$ cat src/rtl/seg7_scan_ctrl.sv
// -----------------------------------------------------------------------------
// seg7_scan_ctrl
//
// Time-multiplexed N-digit seven-segment display controller.
//
// A small register file holds a hex value and a decimal-point bit per digit and
// is loaded through a simple write port. An internal prescaler defines how long
// each digit stays selected. After every digit switch all anodes are held off
// for GUARD cycles so the previous digit's pattern never ghosts onto the next
// anode. Per-digit enables and a global blank gate the anodes only; cathodes
// keep following the scanned digit so scanning is never disturbed.
//
// All outputs are registered (one cycle behind the internal scan state) and
// drive the board's active-low cathodes and anodes directly.
//
// Parameters
//   NUM_DIGITS   number of digits / anodes (>= 2)
//   REFRESH_DIV  clk cycles each digit is selected (>= GUARD + 2)
//   GUARD        anti-ghost cycles with all anodes off after a switch (>= 0)
//   IDX_W        derived digit index width
//
// Ports
//   clk        in   system clock, rising edge
//   rst_n      in   asynchronous active-low reset
//   wr_en      in   register file write strobe
//   wr_addr    in   digit index to write; indices >= NUM_DIGITS are ignored
//   wr_data    in   hex value 0x0..0xF
//   wr_dp      in   decimal point for that digit, 1 = lit
//   digit_en   in   per-digit enable, 0 = digit blanked
//   blank      in   global blank, 1 = all anodes off
//   seg        out  cathodes {G,F,E,D,C,B,A}, active-low
//   dp         out  decimal-point cathode, active-low
//   an         out  anodes, active-low, at most one low at a time
//   scan_idx   out  digit currently being scanned
// -----------------------------------------------------------------------------
module seg7_scan_ctrl #(
    parameter int NUM_DIGITS  = 8,
    parameter int REFRESH_DIV = 100000,
    parameter int GUARD       = 2,
    localparam int IDX_W      = $clog2(NUM_DIGITS)
) (
    input  logic                  clk,
    input  logic                  rst_n,
    input  logic                  wr_en,
    input  logic [IDX_W-1:0]      wr_addr,
    input  logic [3:0]            wr_data,
    input  logic                  wr_dp,
    input  logic [NUM_DIGITS-1:0] digit_en,
    input  logic                  blank,
    output logic [6:0]            seg,
    output logic                  dp,
    output logic [NUM_DIGITS-1:0] an,
    output logic [IDX_W-1:0]      scan_idx
);

    localparam int PS_W = $clog2(REFRESH_DIV);
    localparam int GD_W = (GUARD > 0) ? $clog2(GUARD + 1) : 1;

    localparam logic [PS_W-1:0]  PS_LAST  = PS_W'(REFRESH_DIV - 1);
    localparam logic [IDX_W-1:0] IDX_LAST = IDX_W'(NUM_DIGITS - 1);
    localparam logic [GD_W-1:0]  GUARD_LD = GD_W'(GUARD);

    typedef struct packed {
        logic       dp;
        logic [3:0] val;
    } digit_t;

    typedef enum logic {
        GUARD_OFF = 1'b0,
        DRIVE     = 1'b1
    } state_t;

    // State every scan slot starts in; with no guard interval the slot drives
    // immediately and GUARD_OFF is never visited.
    localparam state_t SLOT_START = (GUARD > 0) ? GUARD_OFF : DRIVE;

    // Active-low gfedcba pattern for a hex value.
    function automatic logic [6:0] font(input logic [3:0] v);
        logic [6:0] f;
        unique case (v)
            4'h0: f = 7'h40;
            4'h1: f = 7'h79;
            4'h2: f = 7'h24;
            4'h3: f = 7'h30;
            4'h4: f = 7'h19;
            4'h5: f = 7'h12;
            4'h6: f = 7'h02;
            4'h7: f = 7'h78;
            4'h8: f = 7'h00;
            4'h9: f = 7'h10;
            4'hA: f = 7'h08;
            4'hB: f = 7'h03;
            4'hC: f = 7'h46;
            4'hD: f = 7'h21;
            4'hE: f = 7'h06;
            4'hF: f = 7'h0E;
            default: f = 7'h7F;
        endcase
        return f;
    endfunction

    digit_t          regfile [NUM_DIGITS];
    logic [PS_W-1:0] presc_q;
    logic [GD_W-1:0] guard_q;
    state_t          state_q, state_d;
    logic            wrap;
    logic            wr_ok;

    logic [6:0]            seg_d;
    logic                  dp_d;
    logic [NUM_DIGITS-1:0] an_d;

    assign wrap  = (presc_q == PS_LAST);
    assign wr_ok = wr_en && ({1'b0, wr_addr} < (IDX_W + 1)'(NUM_DIGITS));

    // -------------------------------------------------------------------------
    // Digit register file. The write target depends only on wr_addr, so a
    // write landing on the same edge as a scan advance is unaffected by it.
    // -------------------------------------------------------------------------
    // NOTE: the register file is only NUM_DIGITS x 5 flops, so it is reset like
    // any other register; a blank display after reset needs known contents.
    always_ff @(posedge clk or negedge rst_n) begin
        if (!rst_n) begin
            for (int i = 0; i < NUM_DIGITS; i++) begin
                regfile[i] <= '0;
            end
        end else if (wr_ok) begin
            regfile[wr_addr] <= '{dp: wr_dp, val: wr_data};
        end
    end

    // -------------------------------------------------------------------------
    // Prescaler, scan index and guard counter. The prescaler wrap edge both
    // advances the digit and re-arms the guard interval for the new slot.
    // -------------------------------------------------------------------------
    // NOTE: every sequential block uses non-blocking assignments so all flops
    // sample the same pre-edge values regardless of statement order.
    always_ff @(posedge clk or negedge rst_n) begin
        if (!rst_n) begin
            presc_q  <= '0;
            scan_idx <= '0;
            guard_q  <= GUARD_LD;
        end else begin
            if (wrap) begin
                presc_q  <= '0;
                scan_idx <= (scan_idx == IDX_LAST) ? '0 : scan_idx + 1'b1;
                guard_q  <= GUARD_LD;
            end else begin
                presc_q <= presc_q + 1'b1;
                if (guard_q != '0) begin
                    guard_q <= guard_q - 1'b1;
                end
            end
        end
    end

    // -------------------------------------------------------------------------
    // Slot FSM: state register.
    // -------------------------------------------------------------------------
    always_ff @(posedge clk or negedge rst_n) begin
        if (!rst_n) begin
            state_q <= SLOT_START;
        end else begin
            state_q <= state_d;
        end
    end

    // -------------------------------------------------------------------------
    // Slot FSM: next state and next output values.
    // DRIVE is entered on the edge where the guard counter reaches zero, so the
    // state always equals (guard_q == 0).
    // -------------------------------------------------------------------------
    // NOTE: every variable written here receives a default first, so no path
    // leaves one unassigned and no latch is inferred.
    always_comb begin
        state_d = state_q;
        an_d    = '1;
        seg_d   = font(regfile[scan_idx].val);
        dp_d    = ~regfile[scan_idx].dp;

        unique case (state_q)
            GUARD_OFF: begin
                if (wrap) begin
                    state_d = SLOT_START;
                end else if (guard_q <= GD_W'(1)) begin
                    state_d = DRIVE;
                end
            end
            DRIVE: begin
                if (wrap) begin
                    state_d = SLOT_START;
                end
            end
            default: state_d = SLOT_START;
        endcase

        // Only the scanned digit can ever be pulled low, which keeps the
        // at-most-one-anode guarantee structural.
        if (state_q == DRIVE && !blank && digit_en[scan_idx]) begin
            an_d[scan_idx] = 1'b0;
        end
    end

    // -------------------------------------------------------------------------
    // Registered outputs: glitch-free pins, one cycle behind the scan state.
    // -------------------------------------------------------------------------
    always_ff @(posedge clk or negedge rst_n) begin
        if (!rst_n) begin
            an  <= '1;
            seg <= 7'h7F;
            dp  <= 1'b1;
        end else begin
            an  <= an_d;
            seg <= seg_d;
            dp  <= dp_d;
        end
    end

endmodule

$ cat config.mk
export PLATFORM = sky130hd
export DESIGN_NAME = seg7_scan_ctrl
export DESIGN_NICKNAME = d
export VERILOG_FILES = /design/src/rtl/seg7_scan_ctrl.sv
export SDC_FILE = /design/constraint.sdc
export NUM_CORES = 1
export LEC_CHECK = 0
export ABC_AREA = 1
export CORE_AREA = 2 2 84 94
export CTS_CLUSTER_DIAMETER = 150
export DETAILED_ROUTE_END_ITERATION = 10
export DIE_AREA = 0 0 86 96
export PLACE_DENSITY = 0.75
export SETUP_SLACK_MARGIN = 0.3
export SYNTH_ARGS = -nofsm -noshare
export SYNTH_HDL_FRONTEND = slang
export SYNTH_SLANG_ARGS = --single-unit
$ cat constraint.sdc
create_clock -name clk -period 2.05 [get_ports clk]
set_input_delay 0.615 -clock clk [delete_from_list [all_inputs] [get_ports clk]]
set_output_delay 0.615 -clock clk [all_outputs]
set_load 0.05 [all_outputs]
# Word-level counts from Yosys, hierarchy flattened
# Memory sizes are Yosys's and may differ from the RTL's. A register that Yosys moved wholly into a read port is not among the register bits.
# Cells that the tools add are included.
# word_totals
ff_bits	72
romBits	112
input_bits	20
mem_count	1
# mem_list
memory	depth	word_bits	read_ports	rd_ports_with_merged_regs	wr	line	text
(no name shown)	16	7	1	1	0	80	unique case (v)
# classes
addsub	3
order_cmp	6
eq_ne	2
muxes	19
n_bitwise	5
n_reduce_logical	8
# ops
operator	count
40-bit bitwise mux	1
17-bit by 1-bit adder with 17-bit output (second input constant)	1
17-bit == test (second input constant)	1
17-bit two-way mux	1
5-bit binary-select mux with 3-bit select	1
5-bit demux with 3-bit select	1
5-bit two-way mux	3
4-bit >= comparator (second input constant)	2
8-bit two-way mux	1
3-bit inverter with 4-bit output	2
8-bit inverter	1
1-bit two-way mux	5
1-bit logical AND	4
3-bit by 4-bit less-than comparator with 1-bit output (second input constant)	1
4-bit by 1-bit less-than comparator with 1-bit output (second input constant)	1
2-bit two-way mux	2
2-bit nonzero test	2
3-bit by 1-bit adder with 3-bit output (second input constant)	1
1-bit binary-select mux with 3-bit select	1
1-bit demux with 3-bit select	1
3-bit == test (second input constant)	1
3-bit by 1-bit >= comparator with 1-bit output (second input constant)	1
3-bit two-way mux	1
2-bit by 1-bit <= comparator with 1-bit output (second input constant)	1
other kinds (4)	6

# Depth between registers and ports, before layout
# Gate-level depths: netlist (run 1).
# logic_depth
depth_word	6
depth_mapped	14
depth_no_buf	13

# Worst setup path after synthesis (run 1)
# No wires, ideal clock.
# synth_path
path_type	register to register
start	register scan_idx[0]
end	register seg[0]
arrival_ps	1910
required_time_ps	1990
setup_slack_ps	80
stages_incl_launch_ff	13
n_path_buf	1
synth_period_minus_slack_ps	1970
cell_sequence	dfrtp_1 -> inv_2 -> buf_4 -> nor2_1 -> nor2_1 -> nand2_1 -> nand3_1 -> nor2_1 -> ha_1 -> nand3_1 -> nand2_1 -> nand2_1 -> nand2_1
# synth_via
elab_chain_cells	4
# synth_rtl
item	line	text
start: declaration	53	output logic [IDX_W-1:0] scan_idx
start signal: assignment	146	scan_idx <= (scan_idx == IDX_LAST) ? '0 : scan_idx + 1'b1;
3-bit inverter with 4-bit output (not written as such)	178	seg_d = font(regfile[scan_idx].val);
5-bit binary-select mux with 3-bit select	178	
5-bit two-way mux (2 in series)	-	
end: declaration	50	output logic [6:0] seg,
# No other way between the ends. The select of a mux whose other input is x is not followed.
# A chain may end at the register's enable or synchronous reset.

# Final worst setup path (run 1)
# layout_path
start	register scan_idx[2]
end	output scan_idx[2]
# No word-level cell between the ends.

==> impl_results.rst, run 1 <==
.. list-table::
   :header-rows: 1

   * - Metric
     - Value
   * - Run status
     - finished clean
   * - Most frequent cell after synthesis
     - sky130_fd_sc_hd__nand2_1
   * - Clock share of power
     - 0.269
   * - Number of buffers created by CTS
     - 9
   * - Filler instances
     - ~630
   * - Power share of the combinational group
     - 0.210
   * - Clock latency of the later-clocked register in the worst-skew pair
     - between 300 and 400 ps
   * - Placeable Area
     - ~7300 sq um
   * - Aggregate global routing overflow
     - 0
   * - Maximum clock rate
     - 0.567 GHz
   * - Via/cell ratio
     - 5.30
   * - Required arrival time at the worst endpoint
     - between 1000 and 1500 ps
   * - Area of combinational cells with multiple inputs
     - 1650 sq um
   * - Endpoint of the worst setup timing path
     - scan_idx[2]
   * - Clock transition at the register clock pins on the worst setup and hold paths after CTS
     - ~80 ps
   * - Reg2Reg Setup Slack
     - approximately 290 ps
   * - DIE HEIGHT
     - roughly 96 um
   * - Area added between synthesis and finish
     - 21.7%
   * - Initial cell density of the core
     - 0.531
   * - Critical path startpoint
     - scan_idx[2]$_DFFE_PN0N_
   * - Mapped Avg Cell Area
     - ~8 sq um
   * - Number of nets at the end of the flow
     - about 570
   * - Largest net degree at the start of global routing
     - 40
   * - Cell types occupying the most area after synthesis
     - sky130_fd_sc_hd__dfrtp_1 40%, sky130_fd_sc_hd__nand2_1 15%, sky130_fd_sc_hd__dfstp_2 12%, sky130_fd_sc_hd__o21ai_0 5.8%, sky130_fd_sc_hd__inv_1 5.1%
   * - Initial antenna violation count
     - 0
   * - Final routed wire length divided by cell count
     - roughly 14 um
   * - Row count
     - 33
   * - Sum of net half-perimeters after detailed placement
     - 5900 um
   * - Post-Synthesis Net Count
     - about 510
   * - Setup slack of the critical path after layout
     - approximately 290 ps
   * - Number of buffers added on ports
     - 38
   * - Sequential element share of the synthesized area
     - 0.515
   * - Switching part of the total power
     - 0.316
   * - Cell type with the highest aggregate area in the netlist
     - sky130_fd_sc_hd__dfrtp_1
   * - Crit. path cell count
     - 2
   * - Worst vdd ir
     - between 0.4 and 0.5 mV
   * - Internal power of the cells
     - 2.48 mW
   * - Die area
     - about 8300 sq um
   * - Number of different library cells in the post-synthesis netlist
     - 29
   * - Post-placement cell area
     - 4400 sq um
   * - Synth cell count leaders
     - 155 x sky130_fd_sc_hd__nand2_1, 62 x sky130_fd_sc_hd__dfrtp_1, 53 x sky130_fd_sc_hd__inv_1
   * - Kind of launch point of the worst setup path
     - register
   * - Number of hold buffers added after cts
     - 0
   * - I/O pins
     - 39
   * - Wire length of the first global-routing pass
     - 14500 um
   * - Switching power of the nets
     - around 1.1 mW
   * - Total of endpoints with negative setup slack in the final report
     - 0
   * - Unrepaired setup endpoints after global routing
     - true
   * - Vias after detailed routing
     - about 3.4k
   * - Die extent in x
     - 86 um
   * - TritonCTS clock tree
     - built
   * - Placer's final routability congestion estimate
     - between 0.7 and 0.8
   * - Number of enable flip-flop cells after synthesis
     - 0
   * - Worst-case clock skew
     - between 10 and 15 ps
   * - First-iteration detailed-routing DRC count
     - around 260
   * - Buffers from clock root to sink, at most
     - 2
   * - Post-Place Setup Slack
     - 54.9 ps
   * - Arr. time, crit path
     - roughly 1200 ps
   * - Number of DRC violations after detailed routing
     - 0
   * - Final critical path time including I/O delays and setup
     - 1760 ps
   * - Number of global-route vias before repair
     - around 3.2k
   * - Final Slew Violations
     - 0
   * - Warnings, synthesis
     - 0
   * - Simple-gate share of the synthesized area
     - 0.287
   * - Max stage delay on crit path
     - 490 ps
   * - Xor/xnor cell area share of the yosys netlist
     - 0.0113
   * - Fin crit share
     - 0.861
   * - Hold WC Path Type
     - in2async
   * - Fraction of the mapped netlist area in adder cells
     - 0.0322
   * - Ratio of cells with drive above 1 in the final layout
     - 0.177
   * - Final core occ
     - 0.646
   * - Cell area after layout
     - 4720 sq um
   * - Buf/Inv on CP
     - 2
   * - Worst Path Class, Setup
     - reg2out
   * - Global Route Usage Sum
     - 0.226
   * - P_leak
     - approximately 2.4 nW
   * - Startpoint of the most critical register-to-register path
     - scan_idx[0]$_DFFE_PN0N_
   * - Worst flop-to-flop path endpoint
     - seg[3]$_DFF_PN1_
   * - Area fraction in compound gates after synthesis
     - 0.0842
   * - Final Routed Wirelength
     - 8590 um
   * - Dominant register cell in the synthesized netlist
     - sky130_fd_sc_hd__dfrtp_1
   * - Post-synthesis mux area share
     - 0
   * - CTS sink count
     - 79
   * - Pin slew with the least headroom to its limit
     - about 550 ps
   * - Share of synthesized registers carrying an async set or reset
     - 1.00
   * - Number of instances in the synthesized netlist
     - 483
   * - Family of cells with the greatest summed delay on the critical path
     - flip-flops
   * - Clock tree root buffer cell
     - sky130_fd_sc_hd__clkbuf_8
   * - Sequential cell area
     - ~2000 sq um
   * - Number of nets still failing antenna checks after routing
     - 0
   * - Critical-path top delay cell
     - sky130_fd_sc_hd__dfrtp_2
   * - Power per cell area
     - about 770 nW/um^2
   * - Logic depth of the worst register-to-register path
     - 9
   * - Sort of element at the end of the critical path
     - output pin
   * - Cell area after technology mapping
     - 3880 sq um
   * - Share of Yosys cell area claimed by the top area cell type
     - 0.400
   * - Number of synthesized register bits
     - 79
   * - Critical-path cell list
     - buf_4 > buf_12
   * - Main combinational cell family by area after synthesis
     - simple AND/OR/NAND/NOR gates
   * - Number of max-capacitance violations reported
     - 0
   * - Sum of negative setup slack
     - 0 ps
   * - CTS H-Tree Depth
     - 3
   * - Endpoints failing hold
     - 0
   * - Slew headroom
     - 0.631
   * - Number of detailed-route iterations in the first pass
     - 5
   * - Inserted Diodes
     - 0
   * - Critical-path maximum fanout
     - 8
   * - Sequential share of power
     - 0.521
   * - Total power
     - about 3.6 mW
[power groups by stage]
stage	sequential (mW)	combinational [mW]	clock (mW)
finish	1.89	0.761	0.976
global route	1.91	0.857	1.06
CTS	1.89	0.750	0.996
detailed placement	1.91	0.746	0
global placement	1.91	0.726	0
floorplan	2.06	0.349	0
[metal layers]
metal / track usage / share of wire / wire (um)
met3: 0.0317 / 0.051 / 435
met5: 0 / 0 / 0
met4: 0.101 / 0.019 / 163
met1: 0.305 / 0.47 / 4030
met2: 0.367 / 0.46 / 3960
[area by class of cell]
class / count / area share
flip-flops and latches: 79 / 0.424
multi-input cells: 338 / 0.350
clock buffers: 11 / 0.0278
well taps: 87 / 0.0231
clock inverters: 4 / 0.00504
repair buffers: 57 / 0.121
inverters: 59 / 0.0493
[stage by stage]
stage	hold slack, ps	std cells
CTS	194	628
finish	189	635
detailed placement	463	610
global placement	454	610
floorplan	319	483
global route	209	635
[cells in the final DEF (no fill, tap or decap), types with 2 or more instances in the layout]
| cell type | Yosys | final |
|---|---|---|
| sky130_fd_sc_hd__nand2_1 | 155 | 151 |
| sky130_fd_sc_hd__dfrtp_1 | 62 | 59 |
| sky130_fd_sc_hd__inv_1 | 53 | 52 |
| sky130_fd_sc_hd__o21ai_0 | 45 | 45 |
| sky130_fd_sc_hd__nor2_1 | 43 | 41 |
| sky130_fd_sc_hd__nand3_1 | 35 | 34 |
| sky130_fd_sc_hd__buf_4 | 2 | 31 |
| sky130_fd_sc_hd__clkdlybuf4s50_1 | 0 | 18 |
| sky130_fd_sc_hd__dfstp_2 | 17 | 17 |
| sky130_fd_sc_hd__nor3_1 | 9 | 9 |
| sky130_fd_sc_hd__a21oi_1 | 9 | 9 |
| sky130_fd_sc_hd__clkbuf_8 | 0 | 9 |
| sky130_fd_sc_hd__nand4_1 | 8 | 8 |
| sky130_fd_sc_hd__ha_1 | 10 | 8 |
| sky130_fd_sc_hd__nand2_2 | 3 | 7 |
| sky130_fd_sc_hd__buf_12 | 0 | 6 |
| sky130_fd_sc_hd__xor2_1 | 5 | 5 |
| sky130_fd_sc_hd__inv_2 | 5 | 4 |
| sky130_fd_sc_hd__nand2_4 | 3 | 3 |
| sky130_fd_sc_hd__clkinv_2 | 0 | 3 |
| sky130_fd_sc_hd__dfrtp_2 | 0 | 3 |
| sky130_fd_sc_hd__nor2_4 | 0 | 2 |
| sky130_fd_sc_hd__nor3_2 | 2 | 2 |
| sky130_fd_sc_hd__o22ai_1 | 2 | 2 |
| sky130_fd_sc_hd__a22oi_1 | 2 | 2 |
| sky130_fd_sc_hd__clkbuf_1 | 0 | 2 |
[how the worst min path moves through the flow]
stage                               startpoint                     end  slack, ps  cells after the start
after global routing                     rst_n  regfile[3]$_DFFE_PN0P_        210                      1
final                                    rst_n   presc_q[16]$_DFF_PN0_        190                      1
after CTS                                rst_n    presc_q[8]$_DFF_PN0_        190                      1
after detailed placement  presc_q[0]$_DFF_PN0_    presc_q[0]$_DFF_PN0_        460                      1
after floorplan                          rst_n  guard_q[0]$_DFFE_PN0P_        320                      0
after global placement    presc_q[0]$_DFF_PN0_    presc_q[0]$_DFF_PN0_        450                      1
[sequential cells by signal (all words and copies together) (netlist names)]
register / count
dp: 1
presc_q: 17
guard_q: 2
seg: 7
state_q: 1
regfile: 40
an: 8
scan_idx: 3
[kinds of logic (layout without fill, tap and decap cells)]
family | Yosys count | in the layout
adder cells (fa/ha/maj) | 10 | 10
AND/OR/NAND/NOR | 261 | 261
AO/OA/AOI/OAI | 62 | 62
buffers and inverters | 66 | 131
XOR/XNOR | 5 | 5
flip-flops | 79 | 79
[what timing repair did]
action	CTS	global route
pin swaps	0	0
buffers inserted	3	6
gates cloned	0	1
setup endpoints to repair	8	14
resized for setup	5	13
Power figures use the tool's default switching activity.
==> inputs of run 2 (changes only) <==
- CORE_AREA: 2 2 84 94 -> 2 2 82 92
- DIE_AREA: 0 0 86 96 -> 0 0 84 94
- PLACE_DENSITY: 0.75 -> 0.78
==> run 2 against run 1 <==
Compared with the run above:
- via count down 1.2%
- hold slack got worse by 37 ps
- global-route usage increased by 0.47 points
- combinational power grew 4.1%
- final area rose by 2.2%
- core utilization up 5.1 points
- cell count grew 0.16%
- register-to-register slack is essentially flat
- fmax decreased by 1.2%
- critical path type unchanged
==> impl_results.rst, run 2 (synthesis gave the netlist of run 1 again) <==
.. list-table::
   :header-rows: 1

   * - Metric
     - Value
   * - Startpoint of the most critical register-to-register path
     - scan_idx[2]$_DFFE_PN0N_
   * - Number of nets still failing antenna checks after routing
     - 0 (unchanged)
   * - Leading cell type in the layout, fill and taps excluded
     - sky130_fd_sc_hd__nand2_1
   * - Number of buffers added on ports
     - 38 (unchanged)
   * - P_leak
     - 2.41 nW (+1.3%)
   * - Worst vdd ir
     - 0.538 mV (+27%)
   * - Worst hold slack
     - 152 ps (-37.2 ps)
   * - Run status
     - finished clean
   * - Largest register by flop count
     - regfile
   * - Sort of element at the end of the critical path
     - output pin
   * - Area added between synthesis and finish
     - 24.3%
   * - Die extent in x
     - 84 um (-2.3%)
   * - Ratio of cells with drive above 1 in the final layout
     - 0.203 (+0.0263)
   * - Worst Path Class, Setup
     - reg2out
   * - Number of DRC violations after detailed routing
     - 0 (unchanged)
   * - TritonCTS clock tree
     - built
   * - Aggregate global routing overflow
     - 0 (unchanged)
   * - Initial antenna violation count
     - 0 (unchanged)
   * - Final critical path time including I/O delays and setup
     - 1780 ps (+20.7 ps)
   * - Fin crit share
     - 0.871 (+0.0101)
   * - Inserted Diodes
     - 0 (unchanged)
   * - Worst-case clock skew
     - 10.7 ps (-1.32 ps)
   * - Initial cell density of the core
     - 0.560 (+0.0292)
   * - Number of hold buffers added after cts
     - 0 (unchanged)
   * - Number of buffers created by CTS
     - 9 (unchanged)
   * - Pin slew with the least headroom to its limit
     - 497 ps (-55.1 ps)
   * - Number of global-route vias before repair
     - 3182 (-1.4%)
   * - Wire length on met3
     - 407 um (-6.4%)
   * - Number of detailed-route iterations in the first pass
     - 4 (-1)
   * - Maximum clock rate
     - 0.560 GHz (-1.2%)
   * - Vias after detailed routing
     - 3323 (-1.2%)
   * - I/O pins
     - 39 (unchanged)
   * - Total of endpoints with negative setup slack in the final report
     - 0 (unchanged)
   * - Required arrival time at the worst endpoint
     - 1430 ps (about the same)
   * - Via/cell ratio
     - 5.22 (-1.3%)
   * - Placeable Area
     - 6930 sq um (-5.2%)
   * - Final Slew Violations
     - 0 (unchanged)
   * - Endpoints failing hold
     - 0 (unchanged)
   * - Flip-flop count of the largest register after layout
     - 40 (unchanged)
   * - Slew headroom
     - 0.668 (+0.0369)
   * - Critical-path maximum fanout
     - 7 (-1)
   * - First-iteration detailed-routing DRC count
     - 201 (-24%)
   * - Sum of net half-perimeters after detailed placement
     - 6170 um (+4.6%)
   * - Clock tree root buffer cell
     - sky130_fd_sc_hd__clkbuf_8
   * - Die area
     - 7900 sq um (-4.4%)
   * - Registers with the highest flip-flop counts
     - regfile (40), presc_q (17), an (8)
   * - Area of combinational cells with multiple inputs
     - 1690 sq um (+2.3%)
   * - Buffers from clock root to sink, at most
     - 2 (unchanged)
   * - Highest-count cells in the layout ignoring fill and taps
     - 148 x sky130_fd_sc_hd__nand2_1, 59 x sky130_fd_sc_hd__dfrtp_1, 50 x sky130_fd_sc_hd__inv_1, 45 x sky130_fd_sc_hd__o21ai_0, 40 x sky130_fd_sc_hd__nor2_1
   * - Sequential cell area
     - 2000 sq um (unchanged)
   * - Final routed wire length divided by cell count
     - 14.0 um (+3.2%)
   * - Clock transition at the register clock pins on the worst setup and hold paths after CTS
     - 90 ps (about the same)
   * - Wire length of the first global-routing pass
     - 14500 um (about the same)
   * - Critical path startpoint
     - scan_idx[0]$_DFFE_PN0N_
   * - Largest net degree at the start of global routing
     - 31 (-23%)
   * - Row count
     - 32 (-3.0%)
   * - Highest metal used
     - met4
   * - Number of max-capacitance violations reported
     - 0 (unchanged)
   * - Placer's final routability congestion estimate
     - 0.845 (+6.4%)
   * - Clock latency of the later-clocked register in the worst-skew pair
     - 350 ps (about the same)
   * - Wire length on met1
     - 4150 um (+2.8%)
   * - DIE HEIGHT
     - 94 um (-2.1%)
   * - Sum of negative setup slack
     - 0 ps (unchanged)
   * - Hold WC Path Type
     - in2async
   * - CTS H-Tree Depth
     - 3 (unchanged)
   * - Arr. time, crit path
     - 1170 ps (+20 ps)
   * - Global Route Usage Sum
     - 0.231 (+0.00472)
   * - Kind of launch point of the worst setup path
     - register
   * - Number of nets at the end of the flow
     - 576 (+0.35%)
   * - Filler instances
     - 563 (-10%)
   * - Unrepaired setup endpoints after global routing
     - true
   * - Met2 wire len
     - 4170 um (+5.3%)
   * - Final Routed Wirelength
     - 8880 um (+3.4%)
   * - CTS sink count
     - 79 (unchanged)
   * - Power per cell area
     - 804 nW/um^2 (+4.8%)
[run 2: layout make-up]
| class | instances | share of cell area |
|---|---|---|
| sequential | 79 | 0.415 |
| clock inverter | 6 | 0.0140 |
| tap | 85 | 0.0220 |
| multi-input combinational | 338 | 0.350 |
| inverter | 59 | 0.0482 |
| clock buffer | 10 | 0.0285 |
| timing repair buffer | 59 | 0.122 |
[run 2: critical path, stage by stage (launching register included)]
cell and delay (ps):
sky130_fd_sc_hd__dfrtp_2 500, sky130_fd_sc_hd__buf_6 170, sky130_fd_sc_hd__buf_12 140
[run 2: what timing repair did]
| action | in CTS | in global routing |
|---|---|---|
| endpoints found under the setup margin | 8 | 21 |
| buffers inserted | 2 | 7 |
| pin swaps | 1 | 7 |
| resized for setup | 6 | 24 |
| cloned | 0 | 1 |
[run 2: metal layers]
layer,up-vias,track usage
met4,0,0.0874
met3,13,0.0395
met5,-,0
met2,89,0.374
li1,1667,-
met1,1554,0.314
[run 2: worst paths after layout]
kind,to,slack [ps],cells after the start
max in group asynchronous,an[5]$_DFF_PN1_,1320,2
min reg2reg,presc_q[0]$_DFF_PN0_,470,1
min,regfile[4]$_DFFE_PN0P_,150,1
min in group clk,presc_q[0]$_DFF_PN0_,470,1
max,scan_idx[0],270,2
max reg2reg,seg[6]$_DFF_PN1_,300,11
[run 2: through the flow]
step                      std cells  utilization  cell area [sq um]  power, mW  setup slack (ps)
after floorplan                 483            -               3890       2.41               319
after global placement          610        0.636               4410       2.64               133
after detailed placement        610        0.636               4410       2.66              29.4
after CTS                       628        0.674               4670       3.86               280
after global routing            636        0.697               4820       4.06               189
final                           636        0.697               4820       3.88               265
[run 2: power by group]
group	total, mW	internal, mW	switching [mW]
Combinational	0.792	0.280	0.512
Sequential	1.89	1.78	0.104
Clock	1.20	0.602	0.598
==> inputs of run 3 (changes only) <==
- ABC_AREA: 1 -> not set
- CORE_AREA: 2 2 82 92 -> 2 2 81 91
- DIE_AREA: 0 0 84 94 -> 0 0 83 93
==> run 3 against run 2 <==
Compared with the run above:
- sequential cell count unchanged
- non-clock buffer count grew 24
- clock power fell by 19%
- first-iteration DRC count fell by 32%
- final area decreased by 0.13%
- via count shrank 24%
- largest power group unchanged
==> impl_results.rst, run 3 <==
.. list-table::
   :header-rows: 1

   * - Metric
     - Value
   * - Area added between synthesis and finish
     - 28.8%
   * - Family of cells with the greatest summed delay on the critical path
     - multiplexers
   * - Largest register by flop count
     - regfile
   * - TritonCTS clock tree
     - built
   * - Clock latency of the later-clocked register in the worst-skew pair
     - 340 ps (about the same)
   * - Critical-path maximum fanout
     - 8 (+1)
   * - Registers with the highest flip-flop counts
     - regfile (40), presc_q (17), an (8)
   * - Most frequent cell after synthesis
     - sky130_fd_sc_hd__dfrtp_1
   * - Total of endpoints with negative setup slack in the final report
     - 0 (unchanged)
   * - Endpoints failing hold
     - 0 (unchanged)
   * - Share of Yosys cell area claimed by the top area cell type
     - 0.415 (+0.0148)
   * - Worst Path Class, Setup
     - reg2reg
   * - Buf/Inv on CP
     - 1 (-1)
   * - Share of synthesized registers carrying an async set or reset
     - 1.00 (unchanged)
   * - Sequential element share of the synthesized area
     - 0.534 (+0.0191)
   * - Number of max-capacitance violations reported
     - 0 (unchanged)
   * - Buffers from clock root to sink, at most
     - 2 (unchanged)
   * - Startpoint of the most critical register-to-register path
     - scan_idx[0]$_DFFE_PN0N_
   * - Final routed wire length divided by cell count
     - 16.5 um (+18%)
   * - Number of instances in the synthesized netlist
     - 283 (-41%)
   * - Fin crit share
     - 0.966 (+0.0950)
   * - Total power
     - 3.91 mW (+0.80%)
   * - Number of different library cells in the post-synthesis netlist
     - 39 (+34%)
   * - Initial antenna violation count
     - 0 (unchanged)
   * - Number of DRC violations after detailed routing
     - 0 (unchanged)
   * - Reg2Reg Setup Slack
     - 70 ps (-230 ps)
   * - Highest-count cells in the layout ignoring fill and taps
     - 59 x sky130_fd_sc_hd__dfrtp_1, 57 x sky130_fd_sc_hd__buf_4, 48 x sky130_fd_sc_hd__mux2_2, 17 x sky130_fd_sc_hd__dfstp_2, 16 x sky130_fd_sc_hd__nand2_1
   * - Number of nets at the end of the flow
     - 396 (-31%)
   * - Most repeated library cell on the critical path
     - sky130_fd_sc_hd__mux2i_1
   * - Number of buffers created by CTS
     - 9 (unchanged)
   * - Global Route Usage Sum
     - 0.207 (-0.0244)
   * - Cell types occupying the most area after synthesis
     - sky130_fd_sc_hd__dfrtp_1 41%, sky130_fd_sc_hd__mux2_2 14%, sky130_fd_sc_hd__dfstp_2 12%, sky130_fd_sc_hd__mux4_2 5.4%, sky130_fd_sc_hd__ha_1 3.3%
   * - Critical path startpoint
     - scan_idx[0]$_DFFE_PN0N_
   * - Unrepaired setup endpoints after global routing
     - true
   * - Number of global-route vias before repair
     - 2514 (-21%)
   * - Endpoint of the worst setup timing path
     - seg[3]$_DFF_PN1_
   * - Power per cell area
     - 812 nW/um^2 (+0.93%)
   * - I/O pins
     - 39 (unchanged)
   * - Final core occ
     - 0.704 (+0.00723)
   * - Vias after detailed routing
     - 2542 (-24%)
   * - Kind of launch point of the worst setup path
     - register
   * - Slew headroom
     - 0.747 (+0.0795)
   * - Die area
     - 7720 sq um (-2.2%)
   * - Clock tree root buffer cell
     - sky130_fd_sc_hd__clkbuf_8
   * - Placer's final routability congestion estimate
     - 0.769 (-9.0%)
   * - Sequential cell area
     - 2000 sq um (unchanged)
   * - Initial cell density of the core
     - 0.546 (-0.0137)
   * - Sort of element at the end of the critical path
     - register
   * - Maximum clock rate
     - 0.505 GHz (-9.8%)
   * - Final Routed Wirelength
     - 7520 um (-15%)
   * - Pin slew with the least headroom to its limit
     - 378 ps (-119 ps)
   * - Critical-path cell list
     - mux4_2 > mux2i_4 > buf_4 > ha_1 > mux2i_1 > mux2i_1
   * - Logic depth of the worst register-to-register path
     - 6 (-5)
   * - Leading cell type in the layout, fill and taps excluded
     - sky130_fd_sc_hd__dfrtp_1
   * - Row count
     - 32 (unchanged)
   * - CTS H-Tree Depth
     - 3 (unchanged)
   * - Inserted Diodes
     - 0 (unchanged)
   * - First-iteration detailed-routing DRC count
     - 137 (-32%)
   * - Arr. time, crit path
     - 2250 ps (+1080 ps)
   * - Post-Synthesis Net Count
     - 313 (-39%)
   * - Hold WC Path Type
     - in2async
   * - Number of synthesized register bits
     - 79 (unchanged)
   * - Synth cell count leaders
     - 62 x sky130_fd_sc_hd__dfrtp_1, 48 x sky130_fd_sc_hd__mux2_2, 17 x sky130_fd_sc_hd__dfstp_2
   * - Worst flop-to-flop path endpoint
     - seg[3]$_DFF_PN1_
   * - Wire length of the first global-routing pass
     - 12400 um (-14%)
   * - Area of combinational cells with multiple inputs
     - 1770 sq um (+4.4%)
   * - Via/cell ratio
     - 5.57 (+6.7%)
   * - Run status
     - finished clean
   * - Ratio of cells with drive above 1 in the final layout
     - 0.480 (+0.277)
   * - Cell area after technology mapping
     - 3740 sq um (-3.6%)
   * - Aggregate global routing overflow
     - 0 (unchanged)
   * - Critical-path top delay cell
     - sky130_fd_sc_hd__mux4_2
   * - Largest net degree at the start of global routing
     - 40 (+29%)
   * - Flip-flop count of the largest register after layout
     - 40 (unchanged)
   * - Worst vdd ir
     - 0.741 mV (+38%)
   * - Final critical path time including I/O delays and setup
     - 1980 ps (+195 ps)
   * - Clock transition at the register clock pins on the worst setup and hold paths after CTS
     - 80 ps (about the same)
   * - Sum of net half-perimeters after detailed placement
     - 5140 um (-17%)
   * - Worst-case clock skew
     - 7.98 ps (-2.68 ps)
   * - Number of enable flip-flop cells after synthesis
     - 0 (unchanged)
   * - Cell type with the highest aggregate area in the netlist
     - sky130_fd_sc_hd__dfrtp_1
   * - Number of nets still failing antenna checks after routing
     - 0 (unchanged)
   * - Dominant register cell in the synthesized netlist
     - sky130_fd_sc_hd__dfrtp_1
   * - Number of buffers added on ports
     - 38 (unchanged)
   * - Mapped Avg Cell Area
     - 13.2 sq um (+65%)
   * - Placeable Area
     - 6850 sq um (-1.2%)
   * - P_leak
     - 2.06 nW (-15%)
   * - Die extent in x
     - 83 um (-1.2%)
   * - Crit. path cell count
     - 6 (+4)
   * - Final Slew Violations
     - 0 (unchanged)
   * - Warnings, synthesis
     - 0 (unchanged)
   * - Max stage delay on crit path
     - 580 ps (+80 ps)
   * - Filler instances
     - 461 (-18%)
   * - DIE HEIGHT
     - 93 um (-1.1%)
   * - Required arrival time at the worst endpoint
     - 2320 ps (+890 ps)
   * - Number of detailed-route iterations in the first pass
     - 4 (unchanged)
   * - CTS sink count
     - 79 (unchanged)
==> run 3: cell count changes after synthesis, moves of 6 or more <==
cell                      previous run  this run
sky130_fd_sc_hd__nor3b_1             0         6
sky130_fd_sc_hd__mux2i_1             0        12
sky130_fd_sc_hd__mux4_2              0         9
sky130_fd_sc_hd__mux2_2              0        48
sky130_fd_sc_hd__inv_1              53         8
sky130_fd_sc_hd__o21ai_0            45         4
sky130_fd_sc_hd__nand2_1           155        16
sky130_fd_sc_hd__nand3_1            35        10
sky130_fd_sc_hd__xnor2_1             0        11
sky130_fd_sc_hd__nor2_1             43        16
==> run 3: worst min path at each step <==
stage / start / endpoint / slack (ps) / cells after the start
2_1_floorplan: rst_n / guard_q[0]$_DFFE_PN0P_ / 320 / 0
3_3_place_gp: presc_q[0]$_DFF_PN0_ / presc_q[0]$_DFF_PN0_ / 480 / 1
3_5_place_dp: presc_q[4]$_DFF_PN0_ / presc_q[4]$_DFF_PN0_ / 490 / 1
4_1_cts: rst_n / presc_q[5]$_DFF_PN0_ / 160 / 1
5_1_grt: rst_n / presc_q[5]$_DFF_PN0_ / 170 / 1
6_report: rst_n / presc_q[5]$_DFF_PN0_ / 160 / 1
==> run 3: through the flow <==
step	setup WS (ps)	cells	instance area, sq um	setup TNS (ps)	hold slack, ps
floorplan	-29.2	283	3820	-98.4	319
global placement	-4.57	425	4470	-17.4	476
detailed placement	-40.4	425	4470	-415	488
CTS	58.3	451	4730	0	165
global route	-59.1	456	4820	-169	172
finish	70.3	456	4820	0	165
==> run 3: power breakdown <==
| group | internal [mW] | total (mW) | switching, mW |
|---|---|---|---|
| clock | 0.430 | 0.971 | 0.540 |
| sequential | 1.83 | 1.93 | 0.0988 |
| combinational | 0.490 | 1.01 | 0.523 |
==> run 3: worst reg2reg max path: stages (launching register included) <==
cell and delay, ps:
sky130_fd_sc_hd__dfrtp_2 480, sky130_fd_sc_hd__mux4_2 580, sky130_fd_sc_hd__mux2i_4 280, sky130_fd_sc_hd__buf_4 170, sky130_fd_sc_hd__ha_1 180, sky130_fd_sc_hd__mux2i_1 90, sky130_fd_sc_hd__mux2i_1 130
==> run 3: layout make-up <==
| type | count | share of cell area |
|---|---|---|
| clock buffers | 11 | 0.0273 |
| clock inverters | 5 | 0.00519 |
| inverters | 8 | 0.00623 |
| multi-input cells | 185 | 0.366 |
| flip-flops and latches | 79 | 0.415 |
| well taps | 85 | 0.0221 |
| repair buffers | 83 | 0.157 |
==> run 3: cells by family after synthesis <==
group | Yosys count | share of synthesized area
and+or+nand+nor | 73 | 0.106
adders and majority gates | 10 | 0.0334
muxes | 70 | 0.237
AOI/OAI and AO/OA | 17 | 0.0291
DFF | 79 | 0.534
xor gates and xnor gates | 15 | 0.0351
buffers and inverters | 19 | 0.0258
==> run 3: what timing repair did <==
action | 4_1_cts | 5_1_grt
setup buffers | 10 | 5
setup endpoints to repair | 17 | 43
gates resized for setup | 7 | 12
pin swaps | 2 | 1
hold buffers | 0 | 0
==> run 3: layer usage <==
| layer | vias to the layer above | wire length [um] | track usage | share of wire |
|---|---|---|---|---|
| met2 | 35 | 3890 | 0.342 | 0.52 |
| met5 | - | 0 | 0 | 0 |
| met3 | 9 | 188 | 0.0344 | 0.025 |
| met1 | 1313 | 3330 | 0.273 | 0.44 |
| li1 | 1185 | - | - | - |
| met4 | 0 | 111 | 0.0874 | 0.015 |
